--- config.mk ---
export PLATFORM = sky130hd
export DESIGN_NAME = regfile_wb_arbiter
export DESIGN_NICKNAME = d
export VERILOG_FILES = /design/src/rtl/regfile_wb_arbiter.sv
export SDC_FILE = /design/constraint.sdc
export NUM_CORES = 1
export LEC_CHECK = 0
export ABC_AREA = 1
export ABC_CLOCK_PERIOD_IN_PS = 1750
export CELL_PAD_IN_SITES_DETAIL_PLACEMENT = 0
export CELL_PAD_IN_SITES_GLOBAL_PLACEMENT = 1
export CORE_ASPECT_RATIO = 1.5
export CORE_MARGIN = 5
export CORE_UTILIZATION = 31
export DETAILED_ROUTE_END_ITERATION = 8
export PLACE_DENSITY = 0.9
export SLEW_MARGIN = 15
export SYNTH_ARGS = -nofsm -noshare
export SYNTH_HDL_FRONTEND = slang
export SYNTH_SLANG_ARGS = --single-unit
--- constraint.sdc ---
create_clock -name clock -period 1.75 [get_ports clock]
set_input_delay 0.175 -clock clock [delete_from_list [all_inputs] [get_ports clock]]
set_output_delay 0.175 -clock clock [all_outputs]
set_load 0.05 [all_outputs]
--- src/rtl/regfile_wb_arbiter.sv ---
// Round-robin arbiter sharing the register-file write port among NREQ writeback requesters,
// with a per-register busy scoreboard that exports RAW hazard and WAW issue-ready flags.
module regfile_wb_arbiter #(
    parameter int XLEN = 32,
    parameter int NREQ = 2
) (
    input  logic                 clock,
    input  logic                 reset_n,
    input  logic [NREQ-1:0]      req_valid,
    input  logic [NREQ*5-1:0]    req_rd,
    input  logic [NREQ*XLEN-1:0] req_data,
    output logic [NREQ-1:0]      req_ready,
    output logic [4:0]           wb_rd,
    output logic [XLEN-1:0]      wb_data,
    output logic                 wb_write_en,
    input  logic                 issue_valid,
    input  logic [4:0]           issue_rd,
    output logic                 issue_ready,
    input  logic [4:0]           rs1,
    input  logic [4:0]           rs2,
    output logic                 rs1_busy,
    output logic                 rs2_busy
);
    localparam int PW = (NREQ > 1) ? $clog2(NREQ) : 1;

    logic [PW-1:0]   ptr_q, ptr_d;
    logic [31:0]     busy_q, busy_d;
    logic [4:0]      wb_rd_q, wb_rd_d;
    logic [XLEN-1:0] wb_data_q, wb_data_d;
    logic            wb_we_q, wb_we_d;

    logic            grant_any;
    logic [PW-1:0]   grant_idx;
    logic [PW-1:0]   cand;
    logic [4:0]      sel_rd;
    logic [XLEN-1:0] sel_data;

    // Search begins one past the last winner so every requester is reached within NREQ grants.
    always_comb begin
        req_ready = '0;
        grant_any = 1'b0;
        grant_idx = '0;
        cand      = '0;
        for (int k = 1; k <= NREQ; k++) begin
            cand = PW'((int'(ptr_q) + k) % NREQ);
            if (!grant_any && req_valid[cand]) begin
                grant_any = 1'b1;
                grant_idx = cand;
            end
        end
        if (grant_any) begin
            req_ready[grant_idx] = 1'b1;
        end
    end

    assign sel_rd   = req_rd[int'(grant_idx)*5 +: 5];
    assign sel_data = req_data[int'(grant_idx)*XLEN +: XLEN];

    always_comb begin
        ptr_d     = grant_any ? grant_idx : ptr_q;
        wb_we_d   = grant_any && (sel_rd != 5'd0);
        wb_rd_d   = grant_any ? sel_rd : wb_rd_q;
        wb_data_d = grant_any ? sel_data : wb_data_q;

        // Clear first so a same-edge dispatch to the same rd leaves it busy.
        busy_d = busy_q;
        if (wb_we_q) begin
            busy_d[wb_rd_q] = 1'b0;
        end
        if (issue_valid && issue_ready && (issue_rd != 5'd0)) begin
            busy_d[issue_rd] = 1'b1;
        end
        busy_d[0] = 1'b0;
    end

    always_ff @(posedge clock) begin
        if (!reset_n) begin
            ptr_q     <= PW'(NREQ - 1);
            busy_q    <= '0;
            wb_rd_q   <= '0;
            wb_data_q <= '0;
            wb_we_q   <= 1'b0;
        end else begin
            ptr_q     <= ptr_d;
            busy_q    <= busy_d;
            wb_rd_q   <= wb_rd_d;
            wb_data_q <= wb_data_d;
            wb_we_q   <= wb_we_d;
        end
    end

    assign wb_rd       = wb_rd_q;
    assign wb_data     = wb_data_q;
    assign wb_write_en = wb_we_q;
    assign issue_ready = !busy_q[issue_rd];
    assign rs1_busy    = busy_q[rs1];
    assign rs2_busy    = busy_q[rs2];
endmodule

==> flow_summary_export.csv, run 1 <==
group,metric,value,unit
global_route,antenna_found_initial,0,
placed_design,dpl.cell_count,948,
floorplanning,die_h,149.3,µm
routing,met3_length,1399,µm
setup_path,critPathRequiredTime,1.57,ns
clocking,cts_tree,"done",
finish,finalInstanceArea,0.006385,mm²
finish,final_cells,968,
clocking,cts_buffer_depth,2,
routing,firstDrtPassIters,5,
hold_path,worstHoldStart,"req_data[1]",
finish,area_growth,59.27,%
placed_design,placed_area,0.005933,mm²
routing,wl_per_cell,15.98,µm
synthesis,synthTopCellsByCount,"nor2_1, nand2_1, nand3_1, dfxtp_1, o21ai_0",
synthesis,synth-seq-area-share,0.3496,
routing,drc,0,
synthesis,ys_dominant_reg_cell,"dfxtp_1",
timing,setup_viol,2,
routing,dr.max_layer_used,"met4",
routing,postRouteWirelength,15470,µm
setup_path,r2r_end,"busy_q[15]$_SDFF_PN0_",
power,power.density,732.2,mW/mm²
placed_design,numPortBuffers,136,
clocking,cts_hold_buf,0,
finish,n_antenna_cell,0,
timing,finalHoldViolations,0,
timing,final.setup.tns,-0.05421,ns
setup_path,r2r_cells,13,
setup_path,arrival,1.63,ns
floorplanning,rows,51,
floorplanning,core,0.01283,mm²
synthesis,yosys.area.top_type,"dfxtp_1",
hold_path,hold_depth,3,
synthesis,ys_ff_latch,70,
routing,drtAntennaViolNets,0,
run_status,violations,"setup timing",
synthesis,syn-num-nets,721,
synthesis,ys_warn_count,0,
timing,rsz0062_at_grt,"true",
timing,fin_crit,1.803,ns
global_route,grt_pass1_wl,25060,µm
floorplanning,ioPinCount,137,
clocking,h-tree-depth,3,
global_route,grt_max_degree,37,
global_route,grt-ovfl-total,0,
run_status,status,"finished, violations left",
synthesis,netlist_area,0.004009,mm²
synthesis,async_flop_share,0,
setup_path,regToRegStartpoint,"busy_q[11]$_SDFF_PN0_",
finish,finish.utilization,0.4978,
placed_design,globalplace.congestion,0.9708,
timing,skew,0.004005,ns
setup_path,ff2ff_setup_slack,0.10,ns
synthesis,yosysMostFrequentCell,"nor2_1",
finish,layout-drive-gt1-share,0.1755,
routing,wl_met2,7751,µm
timing,worstMarginPinSlew,0.5407,ns
setup_path,path_max_fanout,4,
power,power,4.675,mW
global_route,grt_pass1_vias,5160,
hold_path,hold_path_class,"in2reg",
synthesis,synth.distinct_cells,23,
routing,drtIter0Drc,366,
synthesis,yosysTopAreaCellShare,0.3496,
clocking,clk_latency,0.33,ns
placed_design,place_hpwl,11710,µm
synthesis,syn-mean-instance-area,6.394,µm²
setup_path,cp-end-kind,"primary output",
synthesis,synth_edf_count,0,
timing,final_max_slew_viol_count,0,
setup_path,start_kind,"register",
hold_path,hold-path-endpoint,"wb_data[1]$_SDFFE_PN0P_",
timing,setup_ws,-0.05266,ns
routing,avgViaCountPerCell,5.308,
clocking,cts_num_sinks,70,
power,p_leak,2.631,nW
run,cap_violations,0,
routing,routedLengthMet1,5734,µm
routing,num_vias,5138,
floorplanning,die-area,0.01535,mm²
power,ir_drop,487.5,µV
floorplanning,die_x,102.9,µm
global_route,grt.total_usage,0.2044,
clocking,clk_pin_slew_worst_paths,0.05,ns
timing,holdWs,0.4549,ns
clocking,cts_made_buffers,9,
clocking,cts_root_buf,"clkbuf_16",
placed_design,pre_cts_ws,-0.7067,ns
synthesis,syn_inst,627,
finish,fin_nets,900,
timing,slew_headroom,0.6384,
setup_path,crit_type,"reg2out",
timing,clock.fmax,554.7,MHz
floorplanning,initial_utilization,0.3126,
synthesis,synthTopCellsByArea,"dfxtp_1, nand3_1, nor2_1, nand2_1, o21ai_0",
timing,post-route-period-util,1.030,
-- state kept, by name, indices dropped and copies added, names as in the netlist --
name and cells:
wb_data 32, busy_q 31, wb_rd 5, ptr_q 1, wb_write_en 1
-- placed cells by master (no fill, tap or decap), types with 7 or more instances in the layout --
cell type / n
clkdlybuf4s50_1: 113
nor2_1: 112
nand2_1: 99
nand3_1: 90
buf_4: 61
dfxtp_1: 55
o21ai_0: 50
a21oi_1: 39
inv_1: 33
o31ai_1: 32
o21ai_1: 14
dfxtp_2: 14
buf_12: 11
clkbuf_16: 9
dlygate4sd2_1: 8
inv_2: 7
o221ai_1: 7
-- routing by layer --
metal  GRT usage  vias to the layer above
met5           0                        -
met4     0.09203                        0
met3     0.05522                       48
met2      0.3596                      265
met1      0.2246                     2333
li1            -                     2492
-- what timing repair did --
action / 4_1_cts / 5_1_grt
setup buffers: 4 / 3
resized for setup: 57 / 25
gates cloned: 2 / 0
pin swaps: 22 / 15
endpoints found under the setup margin: 34 / 36
-- worst max-delay path, stage by stage (launching register included) --
cell     delay [ns]
dfxtp_4        0.36
o21ai_1        0.11
nor2_1         0.07
a21oi_2        0.20
a21oi_2        0.08
o21ai_1        0.08
nand2_1        0.06
o21a_1         0.19
buf_12         0.15
-- kinds of logic (layout without fill, tap and decap cells) --
| family | count (synthesis) | in the layout | synth area share |
|---|---|---|---|
| compound gates | 159 | 159 | 0.2303 |
| buf+inv | 78 | 259 | 0.08489 |
| flops | 70 | 70 | 0.3496 |
| simple gates | 320 | 321 | 0.3352 |
-- final cells by class --
| type | instances | area, µm² |
|---|---|---|
| Tap cell | 159 | 198.9 |
| Multi-Input combinational cell | 480 | 2359 |
| Clock inverter | 2 | 10.01 |
| Clock buffer | 12 | 246.5 |
| Timing Repair Buffer | 201 | 1971 |
| Timing Repair inverter | 1 | 7.507 |
| Fill cell | 1259 | 6441 |
| Inverter | 43 | 170.2 |
| Sequential cell | 70 | 1423 |
-- worst max-delay path by stage --
stage	cells past startpoint	end	start
final	8	rs1_busy	busy_q[14]$_SDFF_PN0_
after global routing	7	rs1_busy	busy_q[5]$_SDFF_PN0_
after CTS	8	rs1_busy	busy_q[14]$_SDFF_PN0_
after detailed placement	13	busy_q[24]$_SDFF_PN0_	issue_rd[0]
after global placement	13	busy_q[1]$_SDFF_PN0_	issue_rd[0]
after floorplan	6	req_ready[0]	ptr_q$_SDFFE_PN1P_
-- power breakdown --
group          internal [mW]  switching, mW
registers               1.68         0.0615
clock network          0.976          0.622
logic                  0.553          0.779
No activity file was read; power rests on OpenSTA's default activity.
==> run 2: changes to the inputs <==
HOLD_SLACK_MARGIN = 0.08   (was default)
SLEW_MARGIN = 20   (was 15)
==> results of run 2 <==
No change in the layout: final DEF, timing and power equal those of run 1.
